### config.mk
export PLATFORM = sky130hd
export DESIGN_NAME = control_sequencer
export DESIGN_NICKNAME = d
export VERILOG_FILES = /design/src/rtl/control_sequencer.sv
export SDC_FILE = /design/constraint.sdc
export NUM_CORES = 1
export LEC_CHECK = 0
export ABC_AREA = 0
export CAP_MARGIN = 0
export CORE_AREA = 2 2 39 41
export CTS_CLUSTER_DIAMETER = 200
export CTS_CLUSTER_SIZE = 25
export DETAILED_ROUTE_END_ITERATION = 16
export DIE_AREA = 0 0 41 43
export GPL_TIMING_DRIVEN = 0
export PLACE_DENSITY = 0.71
export SYNTH_ARGS = -nofsm -noshare
export SYNTH_HDL_FRONTEND = slang
export SYNTH_SLANG_ARGS = --single-unit
### constraint.sdc
create_clock -name clk -period 2.9 [get_ports clk]
set_clock_uncertainty 0.15 [all_clocks]
set_input_delay 0.58 -clock clk [delete_from_list [all_inputs] [get_ports clk]]
set_output_delay 0.58 -clock clk [all_outputs]
set_load 0.02 [all_outputs]
### src/rtl/control_sequencer.sv
// ============================================================================
// control_sequencer : fetch/execute T-state sequencer for the 8-bit computer
// Rev 1.0
// ============================================================================
`default_nettype none

module control_sequencer #(
  parameter int DATA_W = 8,
  parameter int OP_W   = 4
) (
  input  logic              clk,
  input  logic              rst,
  input  logic              run,
  input  logic [DATA_W-1:0] ir_in,
  input  logic              zero_flag,
  input  logic              carry_flag,
  output logic              pc_en,
  output logic              pc_load,
  output logic              pc_down,
  output logic              addr_sel,
  output logic              mar_load,
  output logic              mem_rd,
  output logic              ir_load,
  output logic              a_load,
  output logic              b_load,
  output logic              alu_sub,
  output logic              out_load,
  output logic              halted,
  output logic [2:0]        tstate
);

  localparam logic [2:0] ST_T0   = 3'd0;
  localparam logic [2:0] ST_T1   = 3'd1;
  localparam logic [2:0] ST_T2   = 3'd2;
  localparam logic [2:0] ST_T3   = 3'd3;
  localparam logic [2:0] ST_T4   = 3'd4;
  localparam logic [2:0] ST_HALT = 3'd5;

  localparam logic [OP_W-1:0] OP_LDA = OP_W'(4'h1);
  localparam logic [OP_W-1:0] OP_ADD = OP_W'(4'h2);
  localparam logic [OP_W-1:0] OP_SUB = OP_W'(4'h3);
  localparam logic [OP_W-1:0] OP_OUT = OP_W'(4'h4);
  localparam logic [OP_W-1:0] OP_JMP = OP_W'(4'h5);
  localparam logic [OP_W-1:0] OP_JZ  = OP_W'(4'h6);
  localparam logic [OP_W-1:0] OP_JC  = OP_W'(4'h7);
  localparam logic [OP_W-1:0] OP_DIR = OP_W'(4'h8);
  localparam logic [OP_W-1:0] OP_HLT = OP_W'(4'hF);

  logic [2:0]      state_q, state_d;
  logic            pc_down_q, pc_down_d;
  logic [OP_W-1:0] w_opcode;
  logic            w_unused_operand;

  assign w_opcode         = ir_in[DATA_W-1 -: OP_W];
  // Only operand bit 0 (DIR) is consumed here; the rest feeds the PC/MAR directly.
  assign w_unused_operand = ^ir_in[DATA_W-OP_W-1:1];

  always_comb begin
    state_d   = state_q;
    pc_down_d = pc_down_q;
    pc_en     = 1'b0;
    pc_load   = 1'b0;
    addr_sel  = 1'b0;
    mar_load  = 1'b0;
    mem_rd    = 1'b0;
    ir_load   = 1'b0;
    a_load    = 1'b0;
    b_load    = 1'b0;
    alu_sub   = 1'b0;
    out_load  = 1'b0;

    case (state_q)
      ST_T0: begin
        if (run) begin
          mar_load = 1'b1;
          state_d  = ST_T1;
        end
      end

      ST_T1: begin
        if (run) begin
          mem_rd  = 1'b1;
          ir_load = 1'b1;
          pc_en   = 1'b1;
          state_d = ST_T2;
        end
      end

      ST_T2: begin
        if (run) begin
          state_d = ST_T0;
          case (w_opcode)
            OP_LDA, OP_ADD, OP_SUB: begin
              mar_load = 1'b1;
              addr_sel = 1'b1;
              state_d  = ST_T3;
            end
            OP_OUT: out_load = 1'b1;
            OP_JMP: pc_load  = 1'b1;
            OP_JZ:  pc_load  = zero_flag;
            OP_JC:  pc_load  = carry_flag;
            OP_DIR: pc_down_d = ir_in[0];
            OP_HLT: state_d  = ST_HALT;
            default: state_d = ST_T0;
          endcase
        end
      end

      ST_T3: begin
        if (run) begin
          state_d = ST_T0;
          case (w_opcode)
            OP_LDA: begin
              mem_rd = 1'b1;
              a_load = 1'b1;
            end
            OP_ADD, OP_SUB: begin
              mem_rd  = 1'b1;
              b_load  = 1'b1;
              state_d = ST_T4;
            end
            default: state_d = ST_T0;
          endcase
        end
      end

      ST_T4: begin
        if (run) begin
          state_d = ST_T0;
          if (w_opcode == OP_ADD || w_opcode == OP_SUB) begin
            a_load  = 1'b1;
            alu_sub = (w_opcode == OP_SUB);
          end
        end
      end

      ST_HALT: state_d = ST_HALT;

      // Codes 6/7 recover to T0 regardless of run.
      default: state_d = ST_T0;
    endcase

    // Strobes must drop the moment reset asserts, not at the next edge.
    if (!rst) begin
      pc_en    = 1'b0;
      pc_load  = 1'b0;
      addr_sel = 1'b0;
      mar_load = 1'b0;
      mem_rd   = 1'b0;
      ir_load  = 1'b0;
      a_load   = 1'b0;
      b_load   = 1'b0;
      alu_sub  = 1'b0;
      out_load = 1'b0;
    end
  end

  always_ff @(posedge clk or negedge rst) begin
    if (!rst) begin
      state_q   <= ST_T0;
      pc_down_q <= 1'b0;
    end else begin
      state_q   <= state_d;
      pc_down_q <= pc_down_d;
    end
  end

  assign pc_down = pc_down_q;
  assign tstate  = state_q;
  assign halted  = (state_q == ST_HALT);

endmodule

`default_nettype wire

-- Word-level counts from Yosys, hierarchy flattened
Cells that the tools add are included.
- shift operators: 0
- reductions and logical operators: 6
- mux-type cells: 41
- bitwise logic cells: 0
- equal/unequal tests: 19
- div/mod/pow operators: 0
- multipliers: 0
- $lt $le $gt $ge: 0
- $add $sub $neg: 0
- operators with widths (cell ; count):
    two-way mux 1 bit ; 29
    two-way mux 3 bit ; 6
    case mux 3 bit (6 select lines) ; 1
    == test 4 x 3 -> 1 bit (second input constant) ; 4
    != test 2 bit (second input constant) ; 5
    == test 4 x 2 -> 1 bit (second input constant) ; 2
    == test 4 bit (second input constant) ; 2
    == test 3 x 2 -> 1 bit (second input constant) ; 2
    == test 3 bit (second input constant) ; 2
    case mux 1 bit (2 select lines) ; 3
    case mux 3 bit (2 select lines) ; 1
    AND reduction 5 bit ; 1
    == test 4 x 1 -> 1 bit (second input constant) ; 1
    == test 3 x 1 -> 1 bit (second input constant) ; 1
    logical NOT 3 bit ; 1
    case mux 1 bit (3 select lines) ; 1
    AND reduction 3 bit ; 1
    OR reduction 3 bit ; 1
    OR reduction 2 bit ; 1
    logical OR 1 bit ; 1
- latch bits: 0
- output and inout port bits: 15
- flip-flop bits (word level): 4
- bits in read-only memories: 0
- memories kept: 0
- memory bits (writable): 0
- input bits: 13
- word-level logic and storage cells: 68

-- Depth between registers and ports, before layout
- depth in word-level cells: 6
- mapped depth: 5
- gate-level depth less buffers: 3

-- Worst setup path after synthesis
OpenSTA, ideal clock, no wires.
- kind: input -> output
- from: in run
- to: out addr_sel
- required time: 2.170 ns
- setup slack: 0.546 ns
- stages on the path: 3
- buffers on the path: 1
- data arrival time: 1.624 ns
- cell sequence: buf_2 -> nand3_1 -> nor4b_1
- cells in the longest elaborated chain, start to end: 3
- ends and longest elaborated chain (item ; line ; text):
    from (decl) ; 13 ; input logic run,
    two-way mux 1 bit ; -- ;
    two-way mux 1 bit ; 72 ; case (state_q)
    two-way mux 1 bit ; 144 ; if (!rst) begin
    to (decl) ; 20 ; output logic addr_sel,
No other way between the ends.

-- Final worst setup path
- from: in ir_in[5]
- to: out mem_rd
- cells in the longest elaborated chain, start to end: 6
- ends and longest elaborated chain (item ; line ; text):
    from (decl) ; 14 ; input logic [DATA_W-1:0] ir_in,
    == test 4 x 2 -> 1 bit / == test 4 x 1 -> 1 bit (equally long branches) ; 112 ; case (w_opcode)
    OR reduction 3 bit (no line) * ; -- ;
    two-way mux 1 bit * ; 112 ;
    two-way mux 1 bit * ; 110 ; if (run) begin
    case mux 1 bit (2 select lines) * ; 72 ;
    two-way mux 1 bit * ; 144 ;
    to (decl) ; 22 ; output logic mem_rd,
Mark *: on every way between the ends. The rest lies on a longest branch, timed or not.

==> impl_metrics.yaml <==
pwr:
  ir_drop_uv: 380
  share_comb_of_total_power: 0.573
  p_int_mw: 0.233
  seqPwrFrac: 0.260
  report.power.total_mw: 0.400
  switching_share: 0.419
  leakage_nw: 0.296
  p_per_area_nw_per_um2: 603
  p_sw_mw: 0.168
  p_clk_frac: 0.167
timing:
  max_slew_margin: 0.730
  fmax_ghz: 0.357
  finalSetupViolCount: 0
  rsz0062_at_grt: "no"
  hold_viol_final: 0
  setup_ws_ps: 102
  worstMarginPinSlew_ps: 405
  tns_ps: 0
  finalCritPeriodShare: 0.965
  hold_ws_ps: 190
  period_needed_ps: 2800
  maxSlewViolCount: 0
place:
  dp_worst_setup_slack_ps: -231
  io_buffers: 23
  hpwl_um: 888
  globalplace.congestion: 0.793
cells_and_area:
  layout-drive-gt1-share: 0.105
  diodes: 0
  syn2layout_area_growth_pct: 64.9
  fin_nets: 91
worst_setup_path:
  cp_num_cells: 5
  slowest_delay_ps: 600
  cp.required_ps: 2170
  cp_cell_sequence: "clkdlybuf4s50_1, nor2_1, o21a_1, nor3b_1, dlygate4sd2_1"
  arrival_ps: 2070
  timing.critical_path.buf_inv: 2
  cp-start-kind: "primary input"
  end_kind: "output port"
  crit_fanout: 8
  path_delay_family: "buffers and inverters"
  critPathKind: "in -> out"
  cpMaxStageDelayCell: "clkdlybuf4s50_1"
  r2r_cells: 3
floorplan:
  rows: 14
  die_h_um: 43
  ios: 28
  die_w_um: 41
  initial_core_util: 0.291
  die_area_um2: 1760
  core_um2: 1380
cts:
  h-tree-depth: 1
  clk_pin_slew_ps: 40
  ctsRootBufferMaster: "clkbuf_4"
  clock_sinks: 4
  cts_tree: "built"
  clock_latency_ps: 230
  ctsHoldBuffers: 0
  cts_max_path_buffers: 2
  numCtsBuffers: 3
logic_synthesis:
  synth.avg_cell_area_um2: 8.06
  synth.net_count: 63
  syn-instance-count: 50
  synth_top_area_share: 0.248
  yosysTopAreaCell: "dfrtp_1"
  yosysSeqAreaShare: 0.248
  syn_area_um2: 403
  ys_top_cells_by_area: "dfrtp_1, nor2_1, nor3_1, nand4b_1, a21oi_1"
  ys_seq_elements: 4
  ys_warn_count: 0
  yosysUniqueCellTypes: 31
global_routing:
  grt_pass1_wl_um: 1860
  grt_pass1_vias: 450
  grt_max_degree: 11
  grtUsageTotal: 0.151
  gr-total-overflow: 0
  grt_util_met2: 0.219
  met1_usage: 0.203
  top_usage_layer: "met2"
  use_met3: 0.0314
  antenna_found_initial: 0
routing:
  wire_per_inst_um: 12.5
  vias: 484
  via_per_inst: 5.26
  drt-initial-drc-count: 3
  drc_errors: 0
  wirelength_um: 1150
  firstDrtPassIters: 4
  ant_nets: 0
worst_hold_path:
  hold_path_class: "in -> async"
job:
  max-cap-violations: 0
outcome:
  status: "finished, final reports clean"
[metrics by stage]
step                 util  cells  instance area (um^2)
floorplan               -     50                   403
CTS                 0.480     92                   664
detailed placement  0.472     89                   653
global placement    0.472     89                   653
global route        0.480     92                   664
finish              0.480     92                   664
[worst paths after layout]
path                       startpoint         to  slack (ps)
setup / recovery             ir_in[5]     mem_rd         100
hold / removal                    rst  tstate[2]         190
setup reg to reg            tstate[2]  tstate[0]        1410
hold reg to reg               pc_down    pc_down         350
max in group asynchronous         rst  tstate[1]        2180
min in group clk              pc_down    pc_down         350
[logic make-up (layout without fill, tap and decap cells)]
logic type,count (synthesis),in the layout,share of synthesized area
flops,4,4,0.248
simple gates,32,32,0.516
mux,1,1,0.0279
compound gates,8,8,0.149
buf+inv,5,31,0.0590
[cell usage in the layout, fill, tap and decap left out, types with 3 or more instances in the layout]
master	count
a21oi_1	3
clkbuf_4	3
clkdlybuf4s50_1	14
dfrtp_1	4
dlygate4sd2_1	9
nor2_1	6
nor3_1	4
[cell type report]
cell class                 instances  area (um^2)
clock buffer                       3         22.5
buffer                             3         16.3
sequential                         4          100
inverter                           2         7.51
tap                               16         20.0
multi-input combinational         41          279
fill                             148          719
timing repair buffer              23          219
[registers in the layout, summed over array words and instances (netlist names)]
signal,flops
tstate,3
pc_down,1
[power by group through the flow]
stage / clock network (mW) / registers, mW / logic (mW)
after global placement: 0 / 0.105 / 0.233
final: 0.0669 / 0.104 / 0.230
after floorplan: 0 / 0.122 / 0.115
after CTS: 0.0714 / 0.104 / 0.230
after global routing: 0.0769 / 0.110 / 0.249
after detailed placement: 0 / 0.105 / 0.234
[worst reg2reg max path, cell delays in order, from the launching register on]
cell and delay [ps]:
dfrtp_1 450, and4bb_1 320, nand4_1 140, a311oi_1 320
[cells in the mapped netlist (all sizes together)]
| library cell | number |
|---|---|
| buf | 2 |
| nor4 | 1 |
| nand2 | 2 |
| and4b | 1 |
| o211a | 1 |
| nand4b | 2 |
| and2b | 2 |
| and4 | 1 |
| and4bb | 2 |
| or2 | 1 |
| a21oi | 3 |
| dfrtp | 4 |
| nand3b | 1 |
| nand4 | 1 |
| o311a | 1 |
| nand2b | 2 |
| nor2 | 6 |
| nor3 | 4 |
| o221ai | 1 |
| inv | 2 |
| or3b | 1 |
| nor4b | 1 |
| clkbuf | 1 |
| o21a | 1 |
| nor3b | 1 |
| nor2b | 1 |
| mux2 | 1 |
| nand3 | 2 |
| a311oi | 1 |
[layer usage]
metal / routed length, um / share of wire
met5: 0 / 0
met4: 0 / 0
met3: 69 / 0.060
met2: 559 / 0.49
met1: 524 / 0.45
[timing repair]
action	in CTS	in global routing
gates resized for setup	9	0
endpoints found under the setup margin	9	0
buffers inserted	0	0
Note: power is estimated with default switching activity, not from simulation.
